## src/rtl/alsu_result_buffer_if.sv

```systemverilog
// Sample and read-handshake bundle between the ALSU, the result buffer and its consumer.
//   in_valid, out, leds : ALSU sample (producer -> buffer)
//   rd_ready            : consumer ready (consumer -> buffer)
//   rd_valid, rd_data   : show-ahead head of FIFO (buffer -> consumer)
// master: producer/consumer side. slave: the buffer.
interface alsu_result_buffer_if;
  logic              in_valid;
  logic signed [5:0] out;
  logic [15:0]       leds;
  logic              rd_ready;
  logic              rd_valid;
  logic signed [5:0] rd_data;

  modport master (
    output in_valid,
    output out,
    output leds,
    output rd_ready,
    input  rd_valid,
    input  rd_data
  );

  modport slave (
    input  in_valid,
    input  out,
    input  leds,
    input  rd_ready,
    output rd_valid,
    output rd_data
  );
endinterface

```

## src/rtl/alsu_result_buffer.sv

```systemverilog
// ALSU result buffer: classifies each valid ALSU sample as good (leds == 0) or error,
// counts error samples, stores good samples in a show-ahead FIFO and keeps a saturating
// signed running sum of every stored sample. A flush request drains the FIFO while
// blocking writes.
//   clk, reset  : clock, synchronous active-high reset
//   bus         : sample input and read handshake (slave side)
//   flush       : single-cycle drain request
//   acc_clr     : synchronous accumulator clear
//   count       : FIFO occupancy
//   acc         : saturating signed sum of stored samples
//   err_cnt     : saturating count of error samples
//   drop_cnt    : saturating count of good samples that were not stored
//   flush_busy  : high while draining
module alsu_result_buffer #(
  parameter int unsigned DEPTH = 8,
  parameter int unsigned ACC_W = 10,
  parameter int unsigned CNT_W = 8
) (
  input  logic                       clk,
  input  logic                       reset,
  alsu_result_buffer_if.slave        bus,
  input  logic                       flush,
  input  logic                       acc_clr,
  output logic [$clog2(DEPTH):0]     count,
  output logic signed [ACC_W-1:0]    acc,
  output logic [CNT_W-1:0]           err_cnt,
  output logic [CNT_W-1:0]           drop_cnt,
  output logic                       flush_busy
);

  localparam int unsigned PtrW  = $clog2(DEPTH);
  localparam int unsigned OccW  = PtrW + 1;
  localparam int unsigned DataW = 6;
  localparam logic [OccW-1:0] DepthC = OccW'(DEPTH);

  typedef enum logic [0:0] {StRun, StFlush} state_e;

  state_e                  state_q, state_d;
  logic [PtrW-1:0]         wr_ptr_q, wr_ptr_d;
  logic [PtrW-1:0]         rd_ptr_q, rd_ptr_d;
  logic [OccW-1:0]         count_q, count_d;
  logic signed [ACC_W-1:0] acc_q, acc_d;
  logic [CNT_W-1:0]        err_cnt_q, err_cnt_d;
  logic [CNT_W-1:0]        drop_cnt_q, drop_cnt_d;
  logic                    flush_busy_q, flush_busy_d;

  logic signed [DataW-1:0] mem_q [DEPTH];

  logic             good, err, push, pop;
  logic [ACC_W:0]   sum;

  always_comb begin
    good = bus.in_valid && (bus.leds == '0);
    err  = bus.in_valid && (bus.leds != '0);
    // Occupancy is the pre-edge value: a same-cycle pop never frees a slot for the push.
    push = good && (state_q == StRun) && (count_q < DepthC);
    pop  = (count_q != '0) && bus.rd_ready;
  end

  always_comb begin
    wr_ptr_d     = wr_ptr_q;
    rd_ptr_d     = rd_ptr_q;
    count_d      = count_q;
    acc_d        = acc_q;
    err_cnt_d    = err_cnt_q;
    drop_cnt_d   = drop_cnt_q;
    state_d      = state_q;
    flush_busy_d = flush_busy_q;

    // One guard bit catches signed overflow of acc + out.
    sum = {acc_q[ACC_W-1], acc_q} + {{(ACC_W + 1 - DataW){bus.out[DataW-1]}}, bus.out};

    if (push) wr_ptr_d = wr_ptr_q + PtrW'(1);
    if (pop)  rd_ptr_d = rd_ptr_q + PtrW'(1);

    if (push && !pop) begin
      count_d = count_q + OccW'(1);
    end else if (pop && !push) begin
      count_d = count_q - OccW'(1);
    end

    if (acc_clr) begin
      acc_d = '0;
    end else if (push) begin
      if (sum[ACC_W] != sum[ACC_W-1]) begin
        acc_d = sum[ACC_W] ? {1'b1, {(ACC_W - 1){1'b0}}} : {1'b0, {(ACC_W - 1){1'b1}}};
      end else begin
        acc_d = sum[ACC_W-1:0];
      end
    end

    if (err && (err_cnt_q != '1)) err_cnt_d = err_cnt_q + CNT_W'(1);
    if (good && !push && (drop_cnt_q != '1)) drop_cnt_d = drop_cnt_q + CNT_W'(1);

    unique case (state_q)
      StRun: begin
        if (flush) state_d = StFlush;
      end
      StFlush: begin
        if (count_d == '0) state_d = StRun;
      end
      default: state_d = StRun;
    endcase
    flush_busy_d = (state_d == StFlush);
  end

  always_ff @(posedge clk) begin
    if (reset) begin
      state_q      <= StRun;
      wr_ptr_q     <= '0;
      rd_ptr_q     <= '0;
      count_q      <= '0;
      acc_q        <= '0;
      err_cnt_q    <= '0;
      drop_cnt_q   <= '0;
      flush_busy_q <= 1'b0;
    end else begin
      state_q      <= state_d;
      wr_ptr_q     <= wr_ptr_d;
      rd_ptr_q     <= rd_ptr_d;
      count_q      <= count_d;
      acc_q        <= acc_d;
      err_cnt_q    <= err_cnt_d;
      drop_cnt_q   <= drop_cnt_d;
      flush_busy_q <= flush_busy_d;
    end
  end

  // Storage needs no reset: entries are only visible while counted as occupied.
  always_ff @(posedge clk) begin
    if (!reset && push) mem_q[wr_ptr_q] <= bus.out;
  end

  always_comb begin
    bus.rd_valid = (count_q != '0);
    bus.rd_data  = (count_q != '0) ? mem_q[rd_ptr_q] : '0;
    count        = count_q;
    acc          = acc_q;
    err_cnt      = err_cnt_q;
    drop_cnt     = drop_cnt_q;
    flush_busy   = flush_busy_q;
  end

endmodule

```

## src/flat_wrapper.sv

```systemverilog
// flat-port wrapper written by rule: the top's interface ports become plain ports
module alsu_result_buffer_flat 
#(
  parameter int unsigned DEPTH = 8,
  parameter int unsigned ACC_W = 10,
  parameter int unsigned CNT_W = 8
)
  (clk, reset, flush, acc_clr, count, acc, err_cnt, drop_cnt, flush_busy, bus_in_valid, bus_out, bus_leds, bus_rd_ready, bus_rd_valid, bus_rd_data);
  alsu_result_buffer_if bus_i ();
  input  logic clk;
  input  logic reset;
  input  logic flush;
  input  logic acc_clr;
  output logic [$clog2(DEPTH):0] count;
  output logic signed [ACC_W-1:0] acc;
  output logic [CNT_W-1:0] err_cnt;
  output logic [CNT_W-1:0] drop_cnt;
  output logic flush_busy;
  input wire logic [$bits(bus_i.in_valid)-1:0] bus_in_valid;
  input wire logic [$bits(bus_i.out)-1:0] bus_out;
  input wire logic [$bits(bus_i.leds)-1:0] bus_leds;
  input wire logic [$bits(bus_i.rd_ready)-1:0] bus_rd_ready;
  output wire logic [$bits(bus_i.rd_valid)-1:0] bus_rd_valid;
  output wire logic [$bits(bus_i.rd_data)-1:0] bus_rd_data;
  assign bus_i.in_valid = bus_in_valid;
  assign bus_i.out = bus_out;
  assign bus_i.leds = bus_leds;
  assign bus_i.rd_ready = bus_rd_ready;
  assign bus_rd_valid = bus_i.rd_valid;
  assign bus_rd_data = bus_i.rd_data;
  alsu_result_buffer #(.DEPTH(DEPTH), .ACC_W(ACC_W), .CNT_W(CNT_W)) u_core (.clk(clk), .reset(reset), .bus(bus_i), .flush(flush), .acc_clr(acc_clr), .count(count), .acc(acc), .err_cnt(err_cnt), .drop_cnt(drop_cnt), .flush_busy(flush_busy));
endmodule
```

## config.mk

```make
export PLATFORM = sky130hd
export DESIGN_NAME = alsu_result_buffer_flat
export DESIGN_NICKNAME = d
export VERILOG_FILES = /design/src/rtl/alsu_result_buffer_if.sv /design/src/rtl/alsu_result_buffer.sv /design/src/flat_wrapper.sv
export SDC_FILE = /design/constraint.sdc
export NUM_CORES = 1
export LEC_CHECK = 0
export BUFFER_PORTS_ARGS = -buffer_cell sky130_fd_sc_hd__buf_2
export CAP_MARGIN = 10
export CORE_MARGIN = 4
export CORE_UTILIZATION = 23
export DETAILED_ROUTE_END_ITERATION = 12
export SYNTH_ARGS = -nofsm -noshare
export SYNTH_HDL_FRONTEND = slang
export SYNTH_SLANG_ARGS = --single-unit
```

## constraint.sdc

```tcl
create_clock -name clk -period 3.1 [get_ports clk]
set_input_delay 0.62 -clock clk [delete_from_list [all_inputs] [get_ports clk]]
set_output_delay 0.62 -clock clk [all_outputs]
set_load 0.02 [all_outputs]
```

==> results of run 1 <==
where the power goes:
| group | switching (W) | total, W | internal (W) |
|---|---|---|---|
| sequential | 0.0000653 | 0.00134 | 0.00127 |
| combinational | 0.000471 | 0.000818 | 0.000348 |
| clock | 0.000500 | 0.00107 | 0.000567 |
final cells by class:
class                   count  area (µm²)  area share
repair buffers             80         438      0.0846
clock inverters             7        72.6      0.0140
flip-flops and latches     88        2240       0.433
well taps                 229         287      0.0554
clock buffers               9         225      0.0435
inverters                  11        41.3     0.00798
multi-input cells         256        1870       0.361
per-layer routing:
metal,up-vias,wire length (µm)
met4,0,234
met2,53,5050
li1,1517,-
met5,-,0
met1,1542,4400
met3,17,336
cells in the mapped netlist (3+ instances only):
cell       n  area share
ha_1      16       0.047
nand2b_1   9       0.013
a211oi_1   4      0.0071
nor2_1    48       0.043
clkbuf_1   7      0.0062
a21oi_1   13       0.015
nand3_1    8      0.0095
xor2_1    10       0.021
or2_2      4      0.0059
inv_1     10      0.0089
mux4_2    12       0.064
nor3_1     8      0.0095
nor2b_1    3      0.0044
nand4_1    8       0.012
dfxtp_1   40        0.19
o21ai_0   14       0.017
nor4_1     5      0.0074
edfxtp_1  48        0.34
buf_6      3      0.0080
o211ai_1   3      0.0053
o22ai_1    8       0.012
nand2_1   22       0.020
xnor2_1   13       0.027
mux2i_1    9       0.021
and3_1     5      0.0074
buf_2      4      0.0047
registers in the layout (all words and copies together) (netlist names), named ones only:
| name | cells |
|---|---|
| u_core.mem_q | 48 |
| u_core.acc | 10 |
| u_core.drop_cnt | 8 |
| u_core.err_cnt | 8 |
| u_core.count | 4 |
| u_core.rd_ptr_q | 3 |
| u_core.wr_ptr_q | 3 |
| u_core.state_q | 1 |
kinds of logic (layout without fill, tap and decap cells):
| kind of cell | after synthesis | count (layout) | synth area share |
|---|---|---|---|
| buf+inv | 25 | 107 | 0.0287 |
| compound gates | 58 | 58 | 0.0920 |
| simple gates | 137 | 137 | 0.165 |
| mux | 21 | 21 | 0.0852 |
| fa+ha+maj | 17 | 17 | 0.0520 |
| xor+xnor | 23 | 23 | 0.0476 |
| flops | 88 | 88 | 0.530 |
cell usage in the layout, fill, tap and decap left out, types with 8 or more instances in the layout:
cell type	instances
xor2_1	10
buf_4	15
edfxtp_1	48
nor2_1	48
xnor2_1	13
mux2i_1	9
ha_1	16
clkbuf_16	9
nand2b_1	9
nor3_1	8
o22ai_1	8
buf_2	65
nand3_1	8
o21ai_0	14
inv_1	10
dfxtp_1	40
mux4_2	12
nand4_1	8
nand2_1	22
a21oi_1	13
metrics by stage:
step	cell area (µm²)	power, W	util	std cells
finish	5170	0.00323	0.287	680
global route	5170	0.00340	0.287	680
CTS	5170	0.00327	0.287	680
detailed placement	4880	0.00220	0.271	664
global placement	4880	0.00219	0.271	664
floorplan	4230	0.00193	-	369
final timing paths:
path	cells after the start	to	slack (ns)
setup / recovery	11	u_core.acc[5]$_SDFFE_PP0P_	0.54
hold / removal	2	u_core.acc[5]$_SDFFE_PP0P_	0.47
setup reg to reg	10	u_core.acc[5]$_SDFFE_PP0P_	0.56
hold reg to reg	2	u_core.wr_ptr_q[1]$_SDFFE_PP0P_	0.50
==> results by group, run 1 <==
CTS
  – Clock transition at path regs: 0.07 ns
  – H-tree levels: 3
  – Cts hold-fix bufs: 0
  – # clock sinks: a little under 90
  – Clk_lat worst skew: 0.34 ns
  – Max Buffers Root-to-Sink: 2
  – CTS tree: built
  – Setup bufs post-CTS: 0
  – CTS Buf Count: 9
  – Post-cts resize count: 0
  – Root buffer cell: clkbuf_16

Synthesis
  – Synth unique cells: 55
  – Prevailing post-synth register cell: edfxtp_1
  – Synth Cell Area: ~0.0042 mm²
  – Post-Syn Nets: 414
  – Asr flop ratio synth: 0
  – Sequential area share after synthesis: 0.530
  – Mapped Avg Cell Area: 11.5 µm²
  – Synth Register Bits: 88
  – EDFF count, synth: 48
  – Cells after synthesis: 369
  – Yosys warns: 0

Timing
  – Post-route setup TNS: 0 ns
  – Rel. slew slack: 0.581
  – Fin crit period: roughly 2.6 ns
  – RSZ-0062 raised after global routing: no
  – Hold slack: 0.472 ns
  – Final setup fails: 0
  – Worst-Margin Slew: 0.629 ns
  – Final Slew Violations: 0
  – Worst clock skew: roughly 0.012 ns
  – Fmax: slightly below 0.4 GHz
  – Final worst setup slack: about 0.54 ns
  – Final hold viol count: 0
  – Final worst path period share: 0.826

Placed design
  – Gpl congestion: around 0.84
  – Setup WS pre-CTS: between 0.2 and 0.25 ns
  – Port Buf Inserts: 65
  – DP Wirelength: approximately 7.4 mm

Critical path
  – WS Path Type: in -> reg
  – Crit start category: input port
  – CP max FO: 9
  – Critical path capture point type: flop
  – Worst endpoint required time: 3.34 ns
  – Worst path bufs/invs: 3
  – FF-to-FF Start: u_core.acc[0]$_SDFFE_PP0P_
  – Slowest-stage cell, CP: fa_1
  – Crit path launch: bus_out[0]
  – Delay-heaviest family, CP: compound AO/OA/AOI/OAI gates
  – Arrival time at the worst endpoint: 2.80 ns
  – Cell Chain, Critical Path: buf_2 > ha_1 > inv_1 > fa_1 > nand2b_1 > a211oi_1 > o21ai_0 > nor3_1 > nor3b_2 > buf_4 > a2111oi_2
  – Worst path max stage delay: 0.37 ns

Cells and area
  – Filler instances: 1894
  – Layout cells sized above 1: 0.271
  – N_diodes: 0
  – Final nets: 491
  – Synth-to-Final Area Change: 22.3%

Outcome
  – Status: finished clean

Power and ir drop
  – Leak Pwr: 1.92 nW
  – Peak supply drop: between 0.2 and 0.3 mV
  – Pwr Density: 623 mW/mm²

GRT
  – Total track usage: 0.100
  – Met2 GRT Util: 0.174
  – Vias in the first global route: around 3.2k
  – Antenna violations before repair: 0
  – Overflow after GRT: 0
  – First-pass GRT wire length: 16.2 mm
  – GR Util met3: 0.0226
  – Pin count of the biggest net entering global routing: 33
  – GRT met1 Usage: 0.118
  – GRT busiest layer: met2

Detailed routing
  – Initial DRC count: 245
  – Antenna Violating Nets Remaining: 0
  – DRC: 0
  – DRT Pass-1 Iters: 4
  – Avg WL per Cell: 14.7 µm
  – Routed WL: ~10 mm
  – Vias: 3129
  – Via-to-Cell Ratio: 4.60

Floorplanning
  – Rows: 49
  – Starting density of the core: 0.235
  – Die area: 0.0206 mm²
  – Die width: roughly 140 µm
  – Die Height: 144 µm
  – Core area: 0.0180 mm²
  – IO Pins: 66

Job
  – Max Cap Viol: 0

Min path
  – HP Class: in -> reg
  – Hold Crit Start: acc_clr
Note: power is estimated with default switching activity, not from simulation.
==> run 2: changes to the inputs <==
--- a/config.mk
+++ b/config.mk
@@ -5,6 +5,7 @@
 export SDC_FILE = /design/constraint.sdc
 export NUM_CORES = 1
 export LEC_CHECK = 0
+export ABC_AREA = 1
 export BUFFER_PORTS_ARGS = -buffer_cell sky130_fd_sc_hd__buf_2
 export CAP_MARGIN = 10
 export CORE_MARGIN = 4
==> constraint.sdc (replaced) <==
create_clock -name clk -period 2.36 [get_ports clk]
set_input_delay 0.472 -clock clk [delete_from_list [all_inputs] [get_ports clk]]
set_output_delay 0.472 -clock clk [all_outputs]
set_load 0.02 [all_outputs]
==> results by group, run 2 <==
Outcome
  – Status: finished clean (unchanged)

Min path
  – HP Class: in -> reg (unchanged)
  – Hold path cells: 1 (was 2)
  – Hold endpoint: u_core.mem_q[6][0]$_DFFE_PP_ (was u_core.acc[5]$_SDFFE_PP0P_)
  – Hold Crit Start: bus_out[0] (was acc_clr)

Timing
  – RSZ-0062 raised after global routing: no (unchanged)
  – Final Slew Violations: 0 (unchanged)
  – Post-route setup TNS: 0 ns (unchanged)
  – Fin crit period: 2.22 ns
  – Worst-Margin Slew: 0.542 ns (was 0.629 ns)
  – Final setup fails: 0 (unchanged)
  – Final hold viol count: 0 (unchanged)
  – Final worst path period share: 0.939
  – Rel. slew slack: 0.637 (was 0.581)
  – Fmax: 0.451 GHz
  – Worst clock skew: 0.00965 ns (was 0.0123 ns)

Floorplanning
  – Die Height: 144 µm (about the same)
  – Die area: 0.0207 mm² (was 0.0206 mm²)
  – Core area: 0.0181 mm² (was 0.0180 mm²)
  – Die width: 144 µm (about the same)
  – IO Pins: 66 (unchanged)
  – Starting density of the core: 0.235 (about the same)
  – Rows: 49 (unchanged)

Critical path
  – CP max FO: 7 (was 9)
  – Crit start category: flop (was input port)
  – Reg2reg setup slack: 0.36 ns (was 0.56 ns)
  – FF-to-FF Start: u_core.acc[0]$_SDFFE_PP0P_ (unchanged)
  – FF-to-FF path depth: 12 (was 10)
  – RR Endpoint: u_core.acc[3]$_SDFFE_PP0P_ (was u_core.acc[5]$_SDFFE_PP0P_)
  – WS Path Type: reg -> out (was in -> reg)
  – Worst endpoint required time: 1.89 ns (was 3.34 ns)
  – Arrival time at the worst endpoint: 1.74 ns (was 2.80 ns)
  – Critical path capture point type: primary output (was flop)

Power and ir drop
  – Net switching power: 0.00172 W (was 0.00104 W)
  – Sw frac: 0.357 (was 0.321)
  – Logic pwr share: 0.330 (was 0.254)
  – Pwr Density: 900 mW/mm² (was 623 mW/mm²)
  – Final Power: 0.00481 W (was 0.00323 W)
  – Clock power share: 0.298 (was 0.331)
  – Peak supply drop: 0.446 mV (was 0.287 mV)
  – Leak Pwr: 2.22 nW (was 1.92 nW)
  – Sequential share of power: 0.372 (was 0.415)
  – Int Pwr: 0.00309 W (was 0.00219 W)

CTS
  – Clk_lat worst skew: 0.34 ns (about the same)
  – Root buffer cell: clkbuf_16 (unchanged)
  – Max Buffers Root-to-Sink: 2 (unchanged)
  – H-tree levels: 3 (unchanged)
  – Clock transition at path regs: 0.07 ns (about the same)
  – CTS Buf Count: 9 (unchanged)
  – CTS tree: built (unchanged)
  – # clock sinks: 88 (unchanged)

Cells and area
  – Filler instances: 1885 (was 1894)
  – Fin cells: 806 (was 680)
  – Final nets: 617 (was 491)
  – Commonest non-fill, non-tap cell in the layout: nor2_1 (was buf_2)
  – Most flops, register: u_core.mem_q (unchanged)
  – Util after Layout: 0.296 (was 0.287)
  – Design area: 0.00535 mm² (was 0.00517 mm²)
  – Synth-to-Final Area Change: 25.8% (was 22.3%)
  – Largest register FFs: 48 (unchanged)
  – N_diodes: 0 (unchanged)
  – Most frequent cells in the layout: 75 x nor2_1, 64 x nand2_1, 64 x buf_2, 51 x o21ai_0, 48 x edfxtp_1 (was 65 x buf_2, 48 x nor2_1, 48 x edfxtp_1, 40 x dfxtp_1, 22 x nand2_1)
  – Layout cells sized above 1: 0.237 (was 0.271)

Detailed routing
  – Routed WL: 10.7 mm (was 10.0 mm)
  – Initial DRC count: 148 (was 245)
  – Antenna Violating Nets Remaining: 0 (unchanged)
  – DRC: 0 (unchanged)
  – DRT Pass-1 Iters: 4 (unchanged)
  – Vias: 3563 (was 3129)
  – Via-to-Cell Ratio: 4.42 (was 4.60)
  – Avg WL per Cell: 13.3 µm (was 14.7 µm)

Synthesis
  – EDFF count, synth: 48 (unchanged)
  – Post-synthesis compound-gate area fraction: 0.146 (was 0.0920)
  – XOR/XNOR share of the synthesized area: 0.0182 (was 0.0476)
  – Commonest cells in the netlist: 75 x nor2_1, 64 x nand2_1, 53 x o21ai_0, 48 x edfxtp_1, 45 x inv_1 (was 48 x edfxtp_1, 48 x nor2_1, 40 x dfxtp_1, 22 x nand2_1, 16 x ha_1)
  – Post-synth top area share: 0.339 (was 0.341)
  – Simple-gate share of the synthesized area: 0.202 (was 0.165)
  – Post-Syn Nets: 526 (was 414)
  – Cells after synthesis: 481 (was 369)
  – Synth Cell Area: 0.00425 mm² (was 0.00423 mm²)
  – Synth Register Bits: 88 (unchanged)
  – Mux cell area share after synthesis: 0 (was 0.0852)
  – Mapped Avg Cell Area: 8.84 µm² (was 11.5 µm²)
  – Synth area leaders: edfxtp_1 34%, dfxtp_1 19%, nor2_1 6.6% (was edfxtp_1 34%, dfxtp_1 19%, mux4_2 6.4%)
  – Largest family of logic cells by synthesized area: simple AND/OR/NAND/NOR gates (unchanged)
  – Prevailing post-synth register cell: edfxtp_1 (unchanged)
  – Yosys top cell by area: edfxtp_1 (unchanged)
  – Synth unique cells: 38 (was 55)
  – Most frequent cell after synthesis: nor2_1
  – Yosys warns: 0 (unchanged)
  – Asr flop ratio synth: 0 (unchanged)
  – Post-synthesis adder-cell area fraction: 0.0518 (was 0.0520)
  – Sequential area share after synthesis: 0.527 (was 0.530)

GRT
  – GRT busiest layer: met2 (unchanged)
  – Antenna violations before repair: 0 (unchanged)
  – Pin count of the biggest net entering global routing: 25 (was 33)
  – Overflow after GRT: 0 (unchanged)
  – Met2 GRT Util: 0.173 (was 0.174)
  – GRT met1 Usage: 0.137 (was 0.118)
  – First-pass GRT wire length: 16.9 mm (was 16.2 mm)
  – GR Util met3: 0.0288 (was 0.0226)
  – Vias in the first global route: 3341 (was 3189)
  – Total track usage: 0.105 (was 0.100)

Placed design
  – DP Wirelength: 7.83 mm (was 7.37 mm)
  – Cell total after placement: 783 (was 664)
  – Port Buf Inserts: 65 (unchanged)
  – Placed cell areas: 0.00496 mm² (was 0.00488 mm²)
  – Gpl congestion: 0.799 (was 0.838)

Job
  – Max Cap Viol: 0 (unchanged)
run 2: cell types whose count changed after synthesis, moves of 12 or more:
| cell | previous run | this run |
|---|---|---|
| o21ai_0 | 14 | 53 |
| a21oi_1 | 13 | 36 |
| nand3_1 | 8 | 21 |
| nor2_1 | 48 | 75 |
| mux4_2 | 12 | 0 |
| inv_1 | 10 | 45 |
| nand2_1 | 22 | 64 |
run 2: metal layers:
layer  share of wire  vias to the layer above
li1                -                     1839
met1            0.46                     1627
met2            0.47                       92
met3           0.062                        5
met4          0.0085                        0
met5               0                        -
run 2: area by class of cell:
| class | count | area [µm²] | area share |
|---|---|---|---|
| repair buffers | 89 | 520 | 0.0973 |
| inverters | 52 | 203 | 0.0379 |
| repair inverters | 1 | 7.51 | 0.00140 |
| flip-flops and latches | 88 | 2250 | 0.420 |
| clock inverters | 5 | 46.3 | 0.00865 |
| clock buffers | 11 | 254 | 0.0475 |
| well taps | 229 | 287 | 0.0535 |
| multi-input cells | 331 | 1780 | 0.333 |
run 2: power by group through the flow:
stage | clock, W | combinational [W] | sequential, W
floorplan | 0 | 0.000931 | 0.00183
global placement | 0 | 0.00146 | 0.00179
detailed placement | 0 | 0.00146 | 0.00179
CTS | 0.00148 | 0.00149 | 0.00177
global route | 0.00153 | 0.00179 | 0.00181
finish | 0.00144 | 0.00159 | 0.00179
run 2: cells by family (layout without fill, tap and decap cells):
family                   Yosys count  count (layout)
XOR/XNOR                           8               8
flip-flops                        88              88
AO/OA/AOI/OAI                    115             115
AND/OR/NAND/NOR                  191             191
buffers and inverters             62             158
adder cells (fa/ha/maj)           17              17
run 2: stage by stage:
step / hold slack (ns) / setup slack [ns]
2_1_floorplan: 0.448 / 0.366
3_3_place_gp: 0.463 / 0.181
3_5_place_dp: 0.474 / 0.149
4_1_cts: 0.407 / 0.00970
5_1_grt: 0.403 / 0.000517
6_report: 0.415 / 0.143
run 2: critical path, cell delays in order, from the launching register on:
cell and delay, ns:
dfxtp_2 0.35, inv_1 0.10, ha_1 0.26, nand3_4 0.16
buf_4 0.14, o21ai_0 0.07, a31oi_1 0.15, buf_2 0.19
run 2: worst max-delay path by stage:
stage / start / to / slack [ns] / cells past startpoint
after global placement: bus_out[0] / u_core.acc[7]$_SDFFE_PP0P_ / 0.18 / 13
after detailed placement: bus_out[0] / u_core.acc[7]$_SDFFE_PP0P_ / 0.15 / 13
after CTS: flop / bus_rd_data[0] / 0.01 / 6
after floorplan: u_core.count[0]$_SDFF_PP0_ / bus_rd_data[0] / 0.37 / 5
final: u_core.count[0]$_SDFF_PP0_ / bus_rd_data[0] / 0.14 / 7
after global routing: u_core.count[0]$_SDFF_PP0_ / bus_rd_data[0] / 0.0005 / 7
run 2: what timing repair did:
action                     in CTS  in global routing
gates cloned                    0                  1
pin swaps                       0                  1
setup buffers                   0                  6
gates resized for setup         2                 13
hold buffers                    0                  0
setup endpoints to repair       4                  6
==> run 3: changes to the inputs <==
--- a/config.mk
+++ b/config.mk
@@ -6,11 +6,11 @@
 export NUM_CORES = 1
 export LEC_CHECK = 0
 export ABC_AREA = 1
-export BUFFER_PORTS_ARGS = -buffer_cell sky130_fd_sc_hd__buf_2
 export CAP_MARGIN = 10
 export CORE_MARGIN = 4
 export CORE_UTILIZATION = 23
 export DETAILED_ROUTE_END_ITERATION = 12
+export DONT_BUFFER_PORTS = 1
 export SYNTH_ARGS = -nofsm -noshare
 export SYNTH_HDL_FRONTEND = slang
 export SYNTH_SLANG_ARGS = --single-unit
==> results by group, run 3 (synthesis gave the netlist of run 2 again) <==
Outcome
  – Status: finished clean (unchanged)

Cells and area
  – Util after Layout: 0.280 (was 0.296)
  – N_diodes: 0 (unchanged)
  – Filler instances: 1898 (was 1885)
  – Commonest non-fill, non-tap cell in the layout: nor2_1 (unchanged)
  – Area of the multi-input gates: 0.00178 mm² (unchanged)
  – Register area: 0.00224 mm² (was 0.00225 mm²)
  – Synth-to-Final Area Change: 19.2% (was 25.8%)
  – Most frequent cells in the layout: 75 x nor2_1, 64 x nand2_1, 51 x o21ai_0, 48 x edfxtp_1, 43 x inv_1 (was 75 x nor2_1, 64 x nand2_1, 64 x buf_2, 51 x o21ai_0, 48 x edfxtp_1)
  – Layout cells sized above 1: 0.155 (was 0.237)
  – Most flops, register: u_core.mem_q (unchanged)
  – Final nets: 563 (was 617)
  – Largest register FFs: 48 (unchanged)

Critical path
  – Worst endpoint required time: 1.89 ns (about the same)
  – Worst path depth: 6 (was 7)
  – Cell Chain, Critical Path: clkinvlp_2 > o21ai_0 > o22ai_1 > o21ai_0 > a31oi_1 > buf_4 (was inv_1 > ha_1 > nand3_4 > buf_4 > o21ai_0 > a31oi_1 > buf_2)
  – WS Path Type: reg -> out (unchanged)
  – Worst path max stage delay: 0.40 ns (was 0.35 ns)
  – Arrival time at the worst endpoint: 1.78 ns (was 1.74 ns)
  – Crit start category: flop (unchanged)
  – Most common cell on crit path: o21ai_0
  – Slowest-stage cell, CP: dfxtp_2 (unchanged)
  – FF-to-FF Start: u_core.count[3]$_SDFF_PP0_ (was u_core.acc[0]$_SDFFE_PP0P_)
  – FF-to-FF path depth: 5 (was 12)
  – Critical path capture point type: primary output (unchanged)
  – Worst path bufs/invs: 2 (was 3)
  – CP max FO: 6 (was 7)
  – Delay-heaviest family, CP: compound AO/OA/AOI/OAI gates (was buffers and inverters)

Min path
  – HP Class: in -> reg (unchanged)
  – Hold path cells: 1 (unchanged)
  – Hold Crit Start: reset (was bus_out[0])

Timing
  – RSZ-0062 raised after global routing: yes (was no)
  – Final Slew Violations: 0 (unchanged)
  – Worst-Margin Slew: 0.611 ns (was 0.542 ns)
  – Rel. slew slack: 0.591 (was 0.637)
  – Final worst path period share: 0.954 (was 0.939)
  – Final setup fails: 0 (unchanged)
  – Worst clock skew: 0.00642 ns (was 0.00965 ns)
  – Fmax: 0.444 GHz (was 0.451 GHz)
  – Final hold viol count: 0 (unchanged)
  – Fin crit period: 2.25 ns (was 2.22 ns)

CTS
  – CTS Buf Count: 9 (unchanged)
  – Clock transition at path regs: 0.06 ns (was 0.07 ns)
  – H-tree levels: 3 (unchanged)
  – Max Buffers Root-to-Sink: 2 (unchanged)
  – Root buffer cell: clkbuf_16 (unchanged)
  – Cts hold-fix bufs: 0 (unchanged)
  – CTS tree: built (unchanged)
  – # clock sinks: 88 (unchanged)
  – Clk_lat worst skew: 0.34 ns (about the same)

Detailed routing
  – Initial DRC count: 195 (was 148)
  – Antenna Violating Nets Remaining: 0 (unchanged)
  – Avg WL per Cell: 13.6 µm (was 13.3 µm)
  – Routed WL: 10.3 mm (was 10.7 mm)
  – DRT Pass-1 Iters: 4 (unchanged)
  – Vias: 3335 (was 3563)
  – DRC: 0 (unchanged)
  – Via-to-Cell Ratio: 4.43 (was 4.42)

GRT
  – Antenna violations before repair: 0 (unchanged)
  – Total track usage: 0.103 (was 0.105)
  – Pin count of the biggest net entering global routing: 25 (unchanged)
  – Vias in the first global route: 3158 (was 3341)
  – Overflow after GRT: 0 (unchanged)
  – First-pass GRT wire length: 16.7 mm (was 16.9 mm)

Floorplanning
  – Die width: 144 µm (unchanged)
  – Die area: 0.0207 mm² (unchanged)
  – Core area: 0.0181 mm² (unchanged)
  – Rows: 49 (unchanged)
  – IO Pins: 66 (unchanged)
  – Die Height: 144 µm (unchanged)
  – Starting density of the core: 0.235 (unchanged)

Power and ir drop
  – Leak Pwr: 1.95 nW (was 2.22 nW)
  – Final Power: 0.00464 W (was 0.00481 W)
  – Pwr Density: 916 mW/mm² (was 900 mW/mm²)
  – Peak supply drop: 0.341 mV (was 0.446 mV)

Job
  – Max Cap Viol: 0 (unchanged)

Placed design
  – Gpl congestion: 0.755 (was 0.799)
  – DP Wirelength: 7.67 mm (was 7.83 mm)
  – Port Buf Inserts: 0 (was 65)
run 3: per-stage QoR:
step	setup TNS (ns)	std cells	worst slack [ns]	hold slack [ns]	area, µm²
3_3_place_gp	0	729	0.326	0.461	4720
3_5_place_dp	0	729	0.286	0.471	4720
5_1_grt	-0.0480	752	-0.0195	0.168	5070
2_1_floorplan	0	481	0.366	0.448	4250
4_1_cts	0	748	0.00518	0.178	5020
6_report	0	752	0.110	0.191	5070
run 3: worst register-to-register path, stage by stage, from the launching register on:
cell	delay, ns
dfxtp_1	0.42
nor2_2	0.29
nand4_2	0.21
inv_2	0.10
nand2_1	0.12
nor2_1	0.43
run 3: repair_timing:
| item | CTS | global route |
|---|---|---|
| endpoints found under the setup margin | 1 | 6 |
| endpoints found under the hold margin | 0 | 0 |
| cloned | 0 | 1 |
| buffers inserted | 3 | 3 |
| resized for setup | 2 | 7 |
run 3: area by class of cell:
cell class | instances | share of cell area
repair buffers | 35 | 0.0533
flip-flops and latches | 88 | 0.443
inverters | 52 | 0.0400
clock inverters | 6 | 0.00913
multi-input cells | 331 | 0.352
clock buffers | 10 | 0.0452
well taps | 229 | 0.0565
repair inverters | 1 | 0.000987
run 3: worst paths after layout:
check / to / slack, ns
max reg2reg: u_core.mem_q[4][4]$_DFFE_PP_ / 0.43
max: bus_rd_data[5] / 0.11
min reg2reg: u_core.wr_ptr_q[0]$_SDFFE_PP0P_ / 0.48
min: u_core.count[2]$_SDFF_PP0_ / 0.19
run 3: power by group:
part | internal (W) | switching, W
clock network | 0.000719 | 0.000600
logic | 0.000584 | 0.000936
registers | 0.00169 | 0.000114
run 3: metal layers:
layer  GRT usage  share of wire
met5           0              0
met4      0.0342          0.018
met3      0.0413          0.073
met2       0.159           0.46
met1       0.131           0.45
